[src/rtl/spi_accel_responder.sv]
// spi_accel_responder: SPI mode-0 responder modelling an accelerometer register map
// Ports: clock, reset (synchronous, active-low); sclk/cs/mosi in, miso out (SPI pins,
//        inputs asynchronous to clock); sample_valid with x/y/z_data loads 12-bit signed
//        samples; wr_strobe/wr_addr/wr_data report each committed write; busy is high
//        whenever the FSM is not IDLE.
// Optional: define SPI_RESP_SNAPSHOT_EN to serve X/Y/Z reads from a copy taken at cs fall.
module spi_accel_responder #(
    parameter int         NUM_REGS = 64,
    parameter logic [7:0] DEVID    = 8'hAD
) (
    input  logic        clock,
    input  logic        reset,
    input  logic        sclk,
    input  logic        cs,
    input  logic        mosi,
    output logic        miso,
    input  logic        sample_valid,
    input  logic [11:0] x_data,
    input  logic [11:0] y_data,
    input  logic [11:0] z_data,
    output logic        wr_strobe,
    output logic [7:0]  wr_addr,
    output logic [7:0]  wr_data,
    output logic        busy
);
    localparam int AW = (NUM_REGS > 1) ? $clog2(NUM_REGS) : 1;

    typedef enum logic [2:0] {IDLE, CMD, ADDR, DATA, IGNORE} state_t;

    state_t         state, state_nx;
    logic [1:0]     sclk_sy, cs_sy, mosi_sy;
    logic           sclk_d, cs_d;
    logic           sclk_rise, sclk_fall, cs_fall, cs_hi, byte_done;
    logic [2:0]     bit_cnt;
    logic [6:0]     rx;
    logic [7:0]     rx_byte, tx, rd_byte, a8;
    logic [AW-1:0]  addr;
    logic           is_read;
    logic [11:0]    x_reg, y_reg, z_reg, x_rd, y_rd, z_rd, smp;
    logic [7:0]     scratch [NUM_REGS];

    // Synchronizers and edge history run through reset so that a cs already low at
    // reset release is seen as a level, not a falling edge.
    always_ff @(posedge clock) begin
        sclk_sy <= {sclk_sy[0], sclk};
        cs_sy   <= {cs_sy[0], cs};
        mosi_sy <= {mosi_sy[0], mosi};
        sclk_d  <= sclk_sy[1];
        cs_d    <= cs_sy[1];
    end

    assign cs_hi     = cs_sy[1];
    assign sclk_rise = sclk_sy[1] & ~sclk_d;
    assign sclk_fall = ~sclk_sy[1] & sclk_d;
    assign cs_fall   = cs_d & ~cs_hi;
    assign rx_byte   = {rx, mosi_sy[1]};
    assign byte_done = sclk_rise & ~cs_hi & (bit_cnt == 3'd7);
    assign a8        = 8'(addr);

    always_ff @(posedge clock)
        state <= !reset ? IDLE : state_nx;

    // IDLE with cs low but no falling edge only happens after reset release mid-transaction.
    always_comb begin
        state_nx = state;
        if (cs_hi)
            state_nx = IDLE;
        else if (state == IDLE)
            state_nx = cs_fall ? CMD : IGNORE;
        else if (byte_done && state == CMD)
            state_nx = (rx_byte == 8'h0B || rx_byte == 8'h0A) ? ADDR : IGNORE;
        else if (byte_done && state == ADDR)
            state_nx = DATA;
    end

    always_comb begin
        busy = state != IDLE;
        miso = (state == DATA) && is_read && !cs_hi && tx[7];
    end

`ifdef SPI_RESP_SNAPSHOT_EN
    logic [11:0] x_snap, y_snap, z_snap;
    always_ff @(posedge clock)
        if (!reset) begin
            x_snap <= '0;
            y_snap <= '0;
            z_snap <= '0;
        end else if (state == IDLE && cs_fall) begin
            x_snap <= x_reg;
            y_snap <= y_reg;
            z_snap <= z_reg;
        end
    assign x_rd = x_snap;
    assign y_rd = y_snap;
    assign z_rd = z_snap;
`else
    assign x_rd = x_reg;
    assign y_rd = y_reg;
    assign z_rd = z_reg;
`endif

    // 0x0E/0x0F -> X, 0x10/0x11 -> Y, 0x12/0x13 -> Z, picked by address bits [2:1].
    assign smp = (a8[2:1] == 2'b11) ? x_rd : (a8[2:1] == 2'b00) ? y_rd : z_rd;
    assign rd_byte = (a8 == 8'h00) ? DEVID :
                     (a8 >= 8'h20) ? scratch[addr] :
                     (a8 >= 8'h0E && a8 <= 8'h13) ? (a8[0] ? {{4{smp[11]}}, smp[11:8]} : smp[7:0]) :
                     8'h00;

    always_ff @(posedge clock) begin
        if (!reset) begin
            bit_cnt   <= '0;
            rx        <= '0;
            tx        <= '0;
            addr      <= '0;
            is_read   <= 1'b0;
            x_reg     <= '0;
            y_reg     <= '0;
            z_reg     <= '0;
            wr_strobe <= 1'b0;
            wr_addr   <= '0;
            wr_data   <= '0;
            for (int i = 0; i < NUM_REGS; i++)
                scratch[i] <= '0;
        end else begin
            wr_strobe <= 1'b0;
            if (sample_valid) begin
                x_reg <= x_data;
                y_reg <= y_data;
                z_reg <= z_data;
            end
            if (cs_hi)
                bit_cnt <= '0;
            else if (sclk_rise) begin
                bit_cnt <= bit_cnt + 3'd1;
                rx      <= rx_byte[6:0];
            end
            if (byte_done && state == CMD)
                is_read <= rx_byte == 8'h0B;
            if (byte_done && state == ADDR)
                addr <= rx_byte[AW-1:0];
            if (byte_done && state == DATA) begin
                addr <= addr + AW'(1);
                if (!is_read && a8 >= 8'h20) begin
                    wr_strobe     <= 1'b1;
                    wr_addr       <= a8;
                    wr_data       <= rx_byte;
                    scratch[addr] <= rx_byte;
                end
            end
            // A falling edge with bit_cnt back at 0 closes the previous byte: load the next one.
            if (sclk_fall && state == DATA && is_read)
                tx <= (bit_cnt == 3'd0) ? rd_byte : {tx[6:0], 1'b0};
        end
    end
endmodule
[config.mk]
export PLATFORM = sky130hd
export DESIGN_NAME = spi_accel_responder
export DESIGN_NICKNAME = d
export VERILOG_FILES = /design/src/rtl/spi_accel_responder.sv
export SDC_FILE = /design/constraint.sdc
export NUM_CORES = 1
export LEC_CHECK = 0
export CORE_ASPECT_RATIO = 1.1
export CORE_MARGIN = 5
export CORE_UTILIZATION = 35
export CTS_BUF_LIST = sky130_fd_sc_hd__clkbuf_16
export CTS_CLUSTER_DIAMETER = 50
export CTS_CLUSTER_SIZE = 8
export DETAILED_ROUTE_END_ITERATION = 12
export PLACE_DENSITY = 0.6
export SYNTH_ARGS = -nofsm -noshare
export SYNTH_HDL_FRONTEND = slang
export SYNTH_SLANG_ARGS = --single-unit
[constraint.sdc]
create_clock -name clock -period 8.7 [get_ports clock]
set_input_delay 2.175 -clock clock [delete_from_list [all_inputs] [get_ports clock]]
set_output_delay 2.175 -clock clock [all_outputs]
set_load 0.03 [all_outputs]
After elaboration in Yosys (flattened, before gate mapping). Memory sizes are Yosys's and may differ from the RTL's. A register that Yosys moved wholly into a read port is not among the register bits. Cells that the tools add are included.

Muxes and demuxes: 24. Reduce and logical (&&, ||, !) cells: 24. Equality and inequality tests: 7. Bitwise logic cells: 9. Add/subtract/negate cells: 2. Magnitude comparators: 3.

Operators by type and width (number): 8-bit two-way mux (6); 6-bit two-way mux (5); 12-bit two-way mux (2); 8-bit by 4-bit == test with 1-bit output (second input constant) (2); 3-bit two-way mux (5); 1-bit logical AND (10); 8-bit zero test (1); 8-bit OR reduction (1); 6-bit by 1-bit adder with 6-bit output (second input constant) (1); 3-bit by 2-bit == test with 1-bit output (second input constant) (2); 6-bit by 4-bit >= comparator with 1-bit output (second input constant) (1); 6-bit >= comparator (second input constant) (1); 6-bit by 5-bit less-or-equal comparator with 1-bit output (second input constant) (1); 3-bit zero test (2); 1-bit two-way mux (6); 3-bit nonzero test (2); 1-bit AND (5); 1-bit NOT (4); 2-bit AND reduction (2); 3-bit by 1-bit adder with 3-bit output (second input constant) (1); 3-bit by 1-bit == test with 1-bit output (second input constant) (1); 3-bit == test (second input constant) (1); 2-bit == test (second input constant) (1); 1-bit zero test (2); 4 further kinds (4).

Bits in registers: 87. Memories: 1. Bits in writable memories: 512.

Memory list: scratch (words 64, width 8, rd ports 1, clocked after memory_dff 1, wr ports 64, RTL line 40) `logic [7:0] scratch [NUM_REGS];`.

Logic depth before layout (Yosys ltp).
Depth after elaboration: 10. Mapped depth: 11. Gate-level depth less buffers: 8.

Worst setup path before layout. Ideal clock, no wire load.

Kind: input port to flip-flop. Start: input port reset. End: memory scratch[61][0] (enable). Slack: 4.465 ns. Library setup time: 0.384 ns. Stages: 6. Arrival time: 3.851 ns. Path buffers: 2. Path through: clkbuf_1 clkinv_1 nor2_1 nand3_1 clkbuf_1 o21ai_0.

RTL lines: start: declaration (RTL line 12) `input logic reset,`; end: declaration (RTL line 40).

Final worst setup path.
Start: register state[0]. End: output port miso.

Cells in the longest elaborated chain, start to end: 4.

Ends and longest elaborated chain: start: declaration (RTL line 30) `state_t state, state_nx;`; start signal: assignment (RTL line 61) `state <= !reset ? IDLE : state_nx;`; 3-bit by 2-bit == test with 1-bit output (RTL line 78) `miso = (state == DATA) && is_read && !cs_hi && tx[7];`; 1-bit logical AND (3 in a row) (RTL line 78); end: declaration (RTL line 16) `output logic miso,`.

No other way between the ends.

==> metrics.csv <==
metric,value,unit
postcts setup bufs,0,
Clock transition at path regs,0.05,ns
WP data arrival,2.86,ns
Post-Syn Area,25900,µm²
hold_buf cts,0,
peak supply drop,0.000153,V
fill count,6638,
final instance area,30600,µm²
area of the multi-input gates,8840,µm²
pin count of the biggest net entering global routing,79,
hpwl dp,41300,µm
Crit path required time,6.53,ns
RSZ-0062 raised after global routing,false,
Netlist cell types,63,
Iter 0 DRT Violations,1238,
setup TNS,0,ns
combinational share of power,3.6,%
maximum clock path buffer count,3,
Tightest Pin Transition,1.41,ns
vias in the first global route,15799,
share of layout cells above drive strength 1,12.4,%
Seq cells post-synth,605,
Sw Share,20.8,%
DRC violations left,0,
initial antenna violation count,0,
PwrDens,218,nW/µm²
Final Hold Fails,0,
Synth Flop Type,edfxtp_1,
routed vias,15132,
crit share post-route,57.8,%
WL/cell,21.3,µm
post-route ant nets,0,
die area,79500,µm²
gr usage total,16.1,%
max-slew violations,0,
core area,73300,µm²
fmax,0.199,GHz
TritonCTS Sinks,605,
first-pass GRT wire length,97500,µm
type of the worst setup path,reg2out,
clock root cell,clkbuf_16,
Max-cap violations,0,
worst hold-check path type,reg2reg,
drt pass-1 iters,7,
Worst Skew,0.0208,ns
Avg Inst Size Synth,14.9,µm²
Synth async-reset ratio,0,%
layout overhead on the synthesized area,18.3,%
number of synthesized flops with an enable pin,512,
Antenna diodes,0,
Mapped Cells,1743,
GR Overflow Total,0,
CP endpoint kind,primary output,
top-level port count,61,
CTS tree,done,
total CTS buffers,87,
layout net count,2075,
final RePlAce weighted congestion,0.825,
fin crit period,5.03,ns
vias per inst,5.01,
clk_lat worst skew,0.61,ns
H-tree level count,3,
total power,6.68,mW
CP max FO,18,
Setup Viol. Count Final,0,
post-synthesis sequential area ratio,66.6,%
post-CTS sizing,0,
die height,295,µm
Leak,10.7,nW
die width,269,µm
Total Routed Length,64400,µm
relative slew slack,5.48,%
cell internal pwr,5.29,mW
Util after Layout,41.8,%
Psw,1.39,mW
Syn. warnings,0,
Seq pwr share,50.7,%
Buffers on Ports,58,
outcome,finished clean,
Initial Util,35.3,%
Setup crit start kind,flop,
row count,104,
Post-DP Area,28100,µm²
Clk pwr share,45.7,%
register area,17300,µm²
[metrics by stage]
stage | cells | hold slack [ns] | setup WS [ns]
2_1_floorplan | 2000 | 0.310 | 4.46
3_3_place_gp | 2892 | 0.313 | 3.31
3_5_place_dp | 2892 | 0.316 | 3.28
4_1_cts | 3020 | 0.328 | 3.67
5_1_grt | 3020 | 0.343 | 3.56
6_report | 3020 | 0.326 | 3.67
[cell usage after synthesis, types with 4 or more instances]
cell type / number / area share [%]
mux2_2: 9 / 0.39
ha_1: 6 / 0.29
a31oi_1: 7 / 0.17
a221oi_1: 10 / 0.34
a22o_1: 4 / 0.14
edfxtp_1: 512 / 59
buf_2: 25 / 0.48
nor4_1: 5 / 0.12
inv_1: 40 / 0.58
a22oi_1: 18 / 0.52
nand3_1: 21 / 0.41
buf_4: 15 / 0.44
a21oi_1: 46 / 0.89
dfxtp_1: 93 / 7.2
or2_2: 4 / 0.097
nand2b_1: 6 / 0.15
nand2_1: 66 / 0.96
nand4_1: 4 / 0.097
nor2b_1: 15 / 0.36
clkbuf_1: 87 / 1.3
nor2_1: 119 / 1.7
mux2i_1: 109 / 4.2
a211oi_1: 21 / 0.61
o22ai_1: 9 / 0.22
nor3_1: 39 / 0.75
o21ai_0: 60 / 1.2
mux4_2: 113 / 9.8
buf_1: 6 / 0.087
and2_1: 226 / 5.5
[routing by layer]
metal | GRT usage [%] | share of wire [%]
met3 | 3.08 | 5.6
met1 | 20.6 | 42
met4 | 5.68 | 2.9
met2 | 27.5 | 49
met5 | 0 | 0
[layout by cell type, fill, tap and decap left out, types with 7 or more instances in the layout]
cell type        instances
edfxtp_1               512
conb_1                 258
and2_1                 226
nor2_1                 119
mux4_2                 113
mux2i_1                109
clkbuf_16               91
dfxtp_1                 84
inv_1                   69
nand2_1                 66
o21ai_0                 60
clkdlybuf4s50_1         56
a21oi_1                 46
nor3_1                  39
nand3_1                 21
a211oi_1                21
a22oi_1                 18
nor2b_1                 15
buf_4                   14
a221oi_1                10
o22ai_1                  9
mux2_2                   9
a31oi_1                  7
dfxtp_2                  7
[worst max-delay path, stage by stage (launching register included)]
cell             delay (ns)
dfxtp_1                0.74
inv_1                  0.28
nor4_1                 0.45
clkdlybuf4s50_1        0.77
[state kept, by name, indices dropped and copies added, names as in the netlist, named ones only]
register	count
wr_strobe	1
rx	7
cs_d	1
sclk_d	1
is_read	1
scratch	512
x_rd	12
tx	8
wr_data	8
cs_sy	2
sclk_sy	2
state	3
z_rd	12
mosi_sy	2
wr_addr	6
addr	6
y_rd	12
bit_cnt	3
[logic make-up after synthesis]
logic type               Yosys count  synth area share, %
multiplexers                     232                 14.5
AND/OR/NAND/NOR                  527                 10.9
AO/OA/AOI/OAI                    193                 4.65
buffers and inverters            177                 2.98
adder cells (fa/ha/maj)            6                0.290
flip-flops                       605                 66.6
XOR/XNOR                           2               0.0677
other                              1               0.0145
[path summary, 6_finish.rpt]
check / startpoint / slack (ns) / end / depth (start not counted)
min: mosi_sy[0]$_DFF_P_ / 0.33 / mosi_sy[1]$_DFF_P_ / 0
max: state[0]$_SDFFE_PP0P_ / 3.67 / miso / 3
min reg2reg: mosi_sy[0]$_DFF_P_ / 0.33 / mosi_sy[1]$_DFF_P_ / 0
max reg2reg: bit_cnt[2]$_SDFFE_PP0N_ / 3.88 / scratch[59][4]$_SDFFCE_PN0P_ / 6
[layout make-up]
| cell class | instances | share of cell area (%) |
|---|---|---|
| well taps | 954 | 3.90 |
| repair buffers | 73 | 2.27 |
| clock inverters | 37 | 0.634 |
| clock buffers | 91 | 7.44 |
| multi-input cells | 1218 | 28.9 |
| flip-flops and latches | 605 | 56.4 |
| inverters | 42 | 0.515 |
[power by group through the flow]
stage | sequential, mW | combinational [mW] | clock [mW]
final | 3.39 | 0.238 | 3.05
after floorplan | 3.41 | 0.157 | 0
after global routing | 3.40 | 0.261 | 3.25
after detailed placement | 3.44 | 0.237 | 0
after global placement | 3.43 | 0.232 | 0
after CTS | 3.39 | 0.238 | 3.11
No activity file was read; power rests on OpenSTA's default activity.
